### src/rtl/mem_arbiter.sv
// Two-master (debug/CPU) arbiter for a single 32-bit memory port,
// with round-robin or debug-priority grant and an access watchdog.
module mem_arbiter #(
   parameter logic        DBG_PRIORITY = 1'b0,
   parameter int unsigned TIMEOUT      = 1024,
   parameter logic [31:0] ERR_DATA     = 32'hDEADBEEF
) (
   input  logic        clk,
   input  logic        n_reset,
   input  logic [31:0] dbg_adr,
   input  logic [31:0] dbg_wdata,
   output logic [31:0] dbg_rdata,
   input  logic        dbg_RW,
   input  logic        dbg_op,
   output logic        dbg_rdy,
   input  logic [31:0] cpu_adr,
   input  logic [31:0] cpu_wdata,
   output logic [31:0] cpu_rdata,
   input  logic        cpu_RW,
   input  logic        cpu_op,
   output logic        cpu_rdy,
   output logic [31:0] mem_adr,
   output logic [31:0] mem_wdata,
   output logic        mem_RW,
   output logic        mem_op,
   input  logic [31:0] mem_rdata,
   input  logic        mem_rdy,
   output logic        gnt_dbg,
   output logic        gnt_cpu,
   output logic        err,
   output logic [7:0]  err_count
);

   typedef enum logic [1:0] {
      IDLE  = 2'd0,
      G_DBG = 2'd1,
      G_CPU = 2'd2
   } state_t;

   localparam logic [15:0] T_LAST = 16'(TIMEOUT - 1);

   state_t      state_q, state_d;
   logic        last_q, last_d;
   logic [15:0] cnt_q, cnt_d;
   logic [7:0]  ecnt_q, ecnt_d;

   logic        x_op;
   logic        x_rdy;
   logic        tmo;
   logic [31:0] x_rdata;
   logic        pick_dbg;

   // last_q = 1 means the CPU was granted most recently
   assign pick_dbg = DBG_PRIORITY | last_q;

   always_comb begin
      state_d   = state_q;
      last_d    = last_q;
      cnt_d     = cnt_q;
      mem_adr   = 32'h0;
      mem_wdata = 32'h0;
      mem_RW    = 1'b1;
      mem_op    = 1'b0;
      dbg_rdy   = 1'b0;
      cpu_rdy   = 1'b0;
      dbg_rdata = 32'h0;
      cpu_rdata = 32'h0;
      gnt_dbg   = 1'b0;
      gnt_cpu   = 1'b0;
      x_op      = 1'b0;
      tmo       = 1'b0;
      x_rdy     = 1'b0;
      x_rdata   = 32'h0;
      unique case (state_q)
         IDLE: begin
            cnt_d = 16'h0;
            if (dbg_op && (!cpu_op || pick_dbg)) begin
               state_d = G_DBG;
               last_d  = 1'b0;
            end else if (cpu_op) begin
               state_d = G_CPU;
               last_d  = 1'b1;
            end
         end
         G_DBG, G_CPU: begin
            if (state_q == G_DBG) begin
               mem_adr   = dbg_adr;
               mem_wdata = dbg_wdata;
               mem_RW    = dbg_RW;
               x_op      = dbg_op;
               gnt_dbg   = 1'b1;
            end else begin
               mem_adr   = cpu_adr;
               mem_wdata = cpu_wdata;
               mem_RW    = cpu_RW;
               x_op      = cpu_op;
               gnt_cpu   = 1'b1;
            end
            mem_op  = x_op;
            // memory completion outranks the watchdog on the same cycle
            tmo     = x_op && !mem_rdy && (cnt_q == T_LAST);
            x_rdy   = mem_rdy | tmo;
            x_rdata = tmo ? ERR_DATA : mem_rdata;
            if (state_q == G_DBG) begin
               dbg_rdy   = x_rdy;
               dbg_rdata = x_rdata;
            end else begin
               cpu_rdy   = x_rdy;
               cpu_rdata = x_rdata;
            end
            if (mem_rdy || !x_op || tmo) begin
               state_d = IDLE;
               cnt_d   = 16'h0;
            end else begin
               cnt_d = cnt_q + 16'd1;
            end
         end
         default: begin
            state_d = IDLE;
            cnt_d   = 16'h0;
         end
      endcase
   end

   assign err = tmo;

   // count is visible in the timeout cycle itself
   always_comb begin
      err_count = ecnt_q;
      if (tmo && ecnt_q != 8'hFF)
         err_count = ecnt_q + 8'd1;
      ecnt_d = err_count;
   end

   always_ff @(posedge clk) begin
      if (!n_reset) begin
         state_q <= IDLE;
         last_q  <= 1'b1;
         cnt_q   <= 16'h0;
         ecnt_q  <= 8'h0;
      end else begin
         state_q <= state_d;
         last_q  <= last_d;
         cnt_q   <= cnt_d;
         ecnt_q  <= ecnt_d;
      end
   end

endmodule
### config.mk
export PLATFORM = sky130hd
export DESIGN_NAME = mem_arbiter
export DESIGN_NICKNAME = d
export VERILOG_FILES = /design/src/rtl/mem_arbiter.sv
export SDC_FILE = /design/constraint.sdc
export NUM_CORES = 1
export LEC_CHECK = 0
export ABC_AREA = 1
export BUFFER_PORTS_ARGS = -buffer_cell sky130_fd_sc_hd__buf_2
export CORE_AREA = 2 2 122 124
export DETAILED_ROUTE_END_ITERATION = 12
export DIE_AREA = 0 0 124 126
export SETUP_SLACK_MARGIN = 0.02
export SYNTH_ARGS = -nofsm -noshare
export SYNTH_HDL_FRONTEND = slang
export SYNTH_SLANG_ARGS = --single-unit
export TNS_END_PERCENT = 100
### constraint.sdc
create_clock -name clk -period 4.6 [get_ports clk]
set_input_delay 0.92 -clock clk [delete_from_list [all_inputs] [get_ports clk]]
set_output_delay 0.92 -clock clk [all_outputs]
set_load 0.02 [all_outputs]
Word-level counts from Yosys, hierarchy flattened:

Cells that the tools add are included.

* bitwise logic cells: 3
* equal/unequal tests: 6
* reduce and logical (&&, ||, !) cells: 16
* add/subtract/negate cells: 2
* mux-type cells: 30

Operator list (number)
* 32-bit two-way mux: 9
* 16-bit by 1-bit adder with 16-bit output (second input constant): 1
* 16-bit by 10-bit == test with 1-bit output (second input constant): 1
* 1-bit two-way mux: 16
* 8-bit by 1-bit adder with 8-bit output (second input constant): 1
* 8-bit two-way mux: 1
* 8-bit != test (second input constant): 1
* 2-bit two-way mux: 3
* 1-bit logical AND: 4
* 2-bit one-hot mux with 2 select lines: 1
* 2-bit AND reduction: 2
* 1-bit logical NOT: 3
* 1-bit logical OR: 3
* 3-bit != test (second input constant): 1
* 3-bit OR reduction: 1
* 2-bit by 1-bit == test with 1-bit output (second input constant): 1
* 2-bit == test (second input constant): 1
* 2-bit logical NOT: 1
* 2-bit != test (second input constant): 1
* 1-bit inverter: 2
* 2-bit nonzero test: 1
* 2-bit OR reduction: 1
* 1-bit bitwise OR: 1

* logic and storage cells: 61
* bits of input ports: 167
* flip-flop bits (word level): 27
* output and inout port bits: 143

Logic depth before layout (Yosys ltp):

Gate-level depths: netlist of the first run.

* word-level depth: 8
* depth in mapped cells: 11

Worst setup path after synthesis of the first run:

No wires, ideal clock.

* path type: input port to output port
* from: input port cpu_op
* to: output port cpu_rdata[10]
* data required time: 3.680 ns
* arrival: 1.927 ns
* slack: 1.753 ns
* buffers on the path: 1
* stages on the path: 8
* cells stage by stage: inv_1 o21ai_2 nand2_1 nor2_4 buf_6 or2_1 inv_1 nor2_1

* longest elaborated chain between the ends: 7

RTL lines
* from (decl): line 20 `input logic cpu_op,`
* 1-bit two-way mux: line 86 `if (state_q == G_DBG) begin`
* 1-bit two-way mux: line 74 `unique case (state_q)`
* 1-bit logical AND (2 in a row): line 101 `tmo = x_op && !mem_rdy && (cnt_q == T_LAST);`
* 32-bit two-way mux: line 103 `x_rdata = tmo ? ERR_DATA : mem_rdata;`
* 32-bit two-way mux: line 104 `if (state_q == G_DBG) begin`
* 32-bit two-way mux: line 74
* to (decl): line 18 `output logic [31:0] cpu_rdata,`

No other way between the ends. The select of a mux whose other input is x is not followed.

Worst setup path after layout of the first run:

* from: register state_q[0]
* to: output port mem_wdata[23]

* longest elaborated chain between the ends: 3

RTL lines
* from (decl): line 42 `state_t state_q, state_d;`
* from (signal assigned): line 142 `state_q <= state_d;`
* 2-bit by 1-bit == test with 1-bit output / 2-bit == test (equally long branches): line 74, 86
* 32-bit two-way mux / 2-bit OR reduction (equally long branches): line 86, 74
* 32-bit two-way mux (*): line 74
* to (decl): line 23 `output logic [31:0] mem_wdata,`

Every way passes the cells marked *; elsewhere a longest branch is shown, timed or not.

==> metrics, run 1 <==
outcome=finished, final reports clean; share of total power in sequential cells=24.5%; clock buffer depth=2; met2 usage=28.8%; Final Cycle Share=78.1%; clk root buf=clkbuf_16; CTS tree=yes; hold-fix buffer count after cts=0; Pwr Total=0.972 mW; worst skew pair latency=0.27 ns; Cell Area, Synth=2700 µm²; switching power=0.420 mW; drt first pass iters=5; DRT iter0 DRCs=232; busiest grt layer=met2; Critical Path AT=2.67 ns; GRT overflow=0; PwrDens=218 nW/µm²; Synth Flop Type=dfxtp_1; dpl cells=901; critical path fanouts, max=64; Sink Count=27; Die Width=124 µm; Final Instance Count excl. Fillers=907; leakage dissipation=2.72 nW; GP Congestion=0.866; required time worst endpoint=3.68 ns; core box area=14300 µm²; syn nets=602; Total GRT Usage=16.1%; via density per instance=4.40; Placement Cell Area=4380 µm²; Die Y-Extent=126 µm; pin count of the biggest net entering global routing=65; Residual DRC=0; count leader, synth=nor2_1; worst hold slack=0.453 ns; Yosys cell types=33; CTS resizes=0; Final Util=31.2%; ys async rst share=0%; nets@finish=894; Worst Skew=0.00436 ns; Setup crit start kind=register; Rows=44; CTS buffer count=3; starting density of the core=18.8%; clock share of power=21.0%; Area growth syn-to-layout=65.7%; met1 GRT Util=19.7%; Max-Cap Viols=0; initial antenna violation count=4; Final Setup Violations=0; fin. max-slew vios=0; Synth Area per Inst=6.27 µm²; Net Sw Frac=43.2%; Synth area leaders=a22o_1 21%, dfxtp_1 20%, nor2_1 13%; Tightest Pin Transition=1.09 ns; number of synthesis warnings=0; Synth top cells by count=95 x nor2_1, 64 x a22o_1, 58 x inv_1; H-Tree Depth=1; PortBufs=309; EDFF count, synth=0; part of the power in combinational logic=54.5%; sequential cell area fraction in the yosys report=20.0%; final hold violations=0; post-route cell area=4470 µm²; Routed WL=14200 µm; die area=15600 µm²; VDD IR max=119 µV; minimum clock period after layout=3.59 ns; Synth area leader=a22o_1; top-area cell type share of the netlist area=20.8%; DP HPWL=11900 µm; worst setup margin=1.01 ns; crit end category=primary output; internal power=0.552 mW; DR vias=3987; Total Neg Setup Slack=0 ns; number of synthesized register bits=27; clock slew at reported path FFs=0.07 ns; Detail Route Antenna Nets=0; Post-CTS Setup Bufs=0; critical path class=register to primary output; met3 GRT Util=2.94%; Routed WL per cell=15.6 µm; Post-Place Setup Slack=1.19 ns; unrepaired setup endpoints after global routing=false; number of global-route vias before repair=3463; I/O pin count=310; Mapped Cells=430; Fmax=278 MHz; first-pass GRT wire length=19300 µm; filler instances=1622; share of cells above drive strength 1=47.0%; Slew Limit Headroom=27.6%; worst hold path type=register to register
per-layer routing:
| layer | share of wire [%] | wire (µm) | vias up |
|---|---|---|---|
| met5 | 0.092 | 13 | - |
| met2 | 49 | 7020 | 168 |
| met1 | 39 | 5590 | 1805 |
| met4 | 2.1 | 293 | 2 |
| li1 | - | - | 1991 |
| met3 | 8.9 | 1270 | 21 |
final timing paths:
path	startpoint	end	slack (ns)	cells past startpoint
setup reg to reg	state_q[1]	ecnt_q[1]	2.76	8
setup / recovery	state_q[0]	mem_wdata[23]	1.01	7
hold / removal	cnt_q[0]	cnt_q[0]	0.45	1
hold reg to reg	cnt_q[0]	cnt_q[0]	0.45	1
worst max-delay path, cell delays in order, from the launching register on:
cell and delay (ns):
dfxtp_1 0.35, inv_1 0.07, ha_1 0.33, nand2_1 0.06, buf_4 0.25, inv_2 0.78, a22o_1 0.31, buf_2 0.17
state kept, by name, indices dropped and copies added (netlist names):
name	flops
cnt_q	16
ecnt_q	8
state_q	2
last_q	1
cells by family (layout without fill, tap and decap cells):
logic type / Yosys count / count (layout) / synth area share, %
XOR/XNOR: 6 / 6 / 1.95
adder cells (fa/ha/maj): 5 / 5 / 2.32
AO/OA/AOI/OAI: 82 / 82 / 24.4
flip-flops: 27 / 27 / 20.0
buffers and inverters: 88 / 379 / 13.2
other: 0 / 2 / 0
AND/OR/NAND/NOR: 222 / 222 / 38.1
power groups by stage:
stage / clock network [mW] / registers [mW] / logic, mW
finish: 0.204 / 0.238 / 0.530
global route: 0.219 / 0.239 / 0.564
CTS: 0.209 / 0.238 / 0.531
detailed placement: 0 / 0.244 / 0.530
global placement: 0 / 0.244 / 0.532
floorplan: 0 / 0.244 / 0.314
placed cells by master (no fill, tap or decap), types with 4 or more instances in the layout:
master,n
nor3_1,5
a22o_1,64
a21oi_1,11
or2_1,20
dfxtp_1,27
inv_1,58
nor2_1,94
nand3_1,15
buf_2,309
nand4_1,7
inv_2,5
nand2_1,57
xnor2_1,4
o21ai_0,5
or2_2,6
ha_1,5
layout make-up:
| class | instances | area [µm²] | share of cell area (%) |
|---|---|---|---|
| diodes | 2 | 5.00 | 0.112 |
| clock inverters | 1 | 7.51 | 0.168 |
| inverters | 64 | 240 | 5.38 |
| multi-input cells | 315 | 1810 | 40.5 |
| repair buffers | 311 | 1560 | 34.9 |
| well taps | 184 | 230 | 5.15 |
| clock buffers | 3 | 75.1 | 1.68 |
| flip-flops and latches | 27 | 541 | 12.1 |
Note: power is estimated with default switching activity, not from simulation.
==> inputs of run 2 (changes only) <==
Settings changed: ABC_AREA 1 to 0, CORE_AREA 2 2 122 124 to 2 2 119 121, DIE_AREA 0 0 124 126 to 0 0 121 123.
Clock period 4.6 ns to 3 ns, I/O delays scaled along.
==> metrics, run 2 <==
outcome=finished, final reports clean; Detail Route Antenna Nets=0; number of global-route vias before repair=3506; part of the power in combinational logic=60.1%; cell family with most CP delay=simple AND/OR/NAND/NOR gates; max reg flops=16; Synth Area per Inst=7.81 µm²; critical path class=register to primary output; CTS buffer count=3; HP Start=cnt_q[0]; commonest cells after routing, fill and taps aside=309 x buf_2, 70 x mux2i_1, 65 x nor2b_1; pin count of the biggest net entering global routing=69; GRT overflow=0; nets@finish=859; met3 GRT Util=4.34%; biggest regs=cnt_q (16), ecnt_q (8), state_q (2); EDFF count, synth=0; critical path fanouts, max=5; H-Tree Depth=1; Fmax=349 MHz; GP Congestion=0.827; DP HPWL=10900 µm; syn nets=569; dpl cells=861; share of cells above drive strength 1=48.8%; Sink Count=27; Cell Area, Synth=3100 µm²; slowest CP cell=o41a_1; unrepaired setup endpoints after global routing=true; fin. max-slew vios=0; CP cell instances=inv_1 -> ha_4 -> mux2i_1 -> buf_4 -> or2_2 -> o41a_1 -> nor2_1 -> buf_2; filler instances=1486; Worst Skew=0.00460 ns; VDD IR max=194 µV; Mapped Cells=397; Routed WL=12800 µm; initial antenna violation count=4; internal power=0.967 mW; switching power=0.707 mW; DRT iter0 DRCs=88; PwrDens=335 nW/µm²; drt first pass iters=4; starting density of the core=22.8%; Slew Limit Headroom=61.0%; Critical path origin=state_q[1]; Final Util=36.7%; clk root buf=clkbuf_16; Critical Path AT=2.27 ns; final hold violations=0; slowest stage delay, CP=0.43 ns; Total GRT Usage=15.3%; sequential cell area fraction in the yosys report=17.4%; Net Sw Frac=42.2%; Rows=43; minimum clock period after layout=2.87 ns; count leader, synth=mux2i_1; via density per instance=4.46; Synth area leader=mux2i_1; Critical R2R Launch=state_q[1]; busiest grt layer=met2; Tightest Pin Transition=0.583 ns; required time worst endpoint=2.40 ns; Max-Cap Viols=0; Total Neg Setup Slack=0 ns; met1 GRT Util=16.2%; Synth top cells by count=70 x mux2i_1, 66 x nor2b_1, 50 x o21a_1; most flop-heavy register=cnt_q; Synth area leaders=mux2i_1 23%, dfxtp_1 17%, nor2b_1 13%; core box area=13600 µm²; worst path bufs/invs=3; Setup crit start kind=register; Routed WL per cell=14.7 µm; commonest non-fill, non-tap cell in the layout=buf_2; clock share of power=18.0%; die area=14900 µm²; Residual DRC=0; worst hold path type=register to register; first-pass GRT wire length=18000 µm; Area growth syn-to-layout=61.0%; PortBufs=309; Final Cycle Share=95.6%; DR vias=3872; share of total power in sequential cells=21.9%; Synth Flop Type=dfxtp_1; clock slew at reported path FFs=0.06 ns; crit end category=primary output; Final Instance Count excl. Fillers=869; number of synthesized register bits=27; clock buffer depth=2; Die Y-Extent=123 µm; top-area cell type share of the netlist area=22.6%; Yosys cell types=37; worst skew pair latency=0.26 ns; CTS tree=yes; Final Setup Violations=0; ys async rst share=0%; met2 usage=29.9%; I/O pin count=310; leakage dissipation=2.56 nW; number of synthesis warnings=0; Die Width=121 µm
-- run 2: changes by cell type in the layout (fill, tap and decap cells not counted), sizes merged, moves of 26 or more --
cell,previous run,this run
or2,27,1
o21a,0,50
inv,63,4
nand2,59,17
a22o,64,0
mux2i,0,70
nor2b,0,66
nor2,101,20
-- run 2: worst register-to-register path, delay by kind of cell (launching register included) --
family / cells / cell delay [ns]
AOI/OAI and AO/OA: 1 / 0.16
adders and majority gates: 1 / 0.36
and+or+nand+nor: 3 / 0.99
buffers and inverters: 1 / 0.09
DFF: 1 / 0.33
-- run 2: logic make-up (layout without fill, tap and decap cells) --
logic type	Yosys count	count (layout)	share of synthesized area, %
adders and majority gates	5	5	2.02
buffers and inverters	38	327	4.92
AOI/OAI and AO/OA	69	69	16.1
muxes	71	71	23.0
xor gates and xnor gates	16	16	4.52
other	0	3	0
and+or+nand+nor	171	171	32.0
DFF	27	27	17.4
-- run 2: power by group through the flow --
stage	registers [mW]	clock network, mW	logic, mW
4_1_cts	0.367	0.308	1.01
3_5_place_dp	0.375	0	1.01
2_1_floorplan	0.374	0	0.625
6_report	0.367	0.301	1.01
5_1_grt	0.367	0.324	1.08
3_3_place_gp	0.375	0	1.01
-- run 2: what timing repair did --
item | in CTS | in global routing
gates resized for setup | 1 | 5
endpoints found under the setup margin | 1 | 69
hold buffers | 0 | 0
setup buffers | 0 | 1
pin swaps | 0 | 1
-- run 2: per-layer routing --
metal | wire length [µm] | vias to the layer above
li1 | - | 1984
met1 | 4840 | 1696
met2 | 6580 | 188
met3 | 1240 | 4
met4 | 134 | 0
met5 | 0 | -
-- run 2: metrics by stage --
stage / total power, mW / cell area, µm² / setup slack (ns) / hold WS [ns]
after detailed placement: 1.39 / 4870 / 0.218 / 0.457
final: 1.67 / 4990 / 0.133 / 0.468
after floorplan: 0.998 / 3100 / 0.202 / 0.426
after global routing: 1.77 / 4990 / 0.0107 / 0.486
after CTS: 1.69 / 4960 / 0.0249 / 0.471
after global placement: 1.39 / 4870 / 0.250 / 0.448
-- run 2: path summary, 6_finish.rpt --
check | slack, ns | depth (start not counted) | end
worst max-delay path | 0.13 | 8 | err_count[6]
worst min-delay path | 0.47 | 1 | cnt_q[0]
worst max register to register | 1.00 | 6 | ecnt_q[2]
worst min register to register | 0.47 | 1 | cnt_q[0]
-- run 2: cell type report --
| class | instances | area (µm²) | area share, % |
|---|---|---|---|
| Clock buffer | 4 | 78.8 | 1.58 |
| Sequential cell | 27 | 542 | 10.9 |
| Tap cell | 180 | 225 | 4.51 |
| Timing Repair Buffer | 319 | 1680 | 33.6 |
| Antenna cell | 3 | 7.51 | 0.150 |
| Inverter | 4 | 15.0 | 0.301 |
| Multi-Input combinational cell | 332 | 2450 | 49.0 |
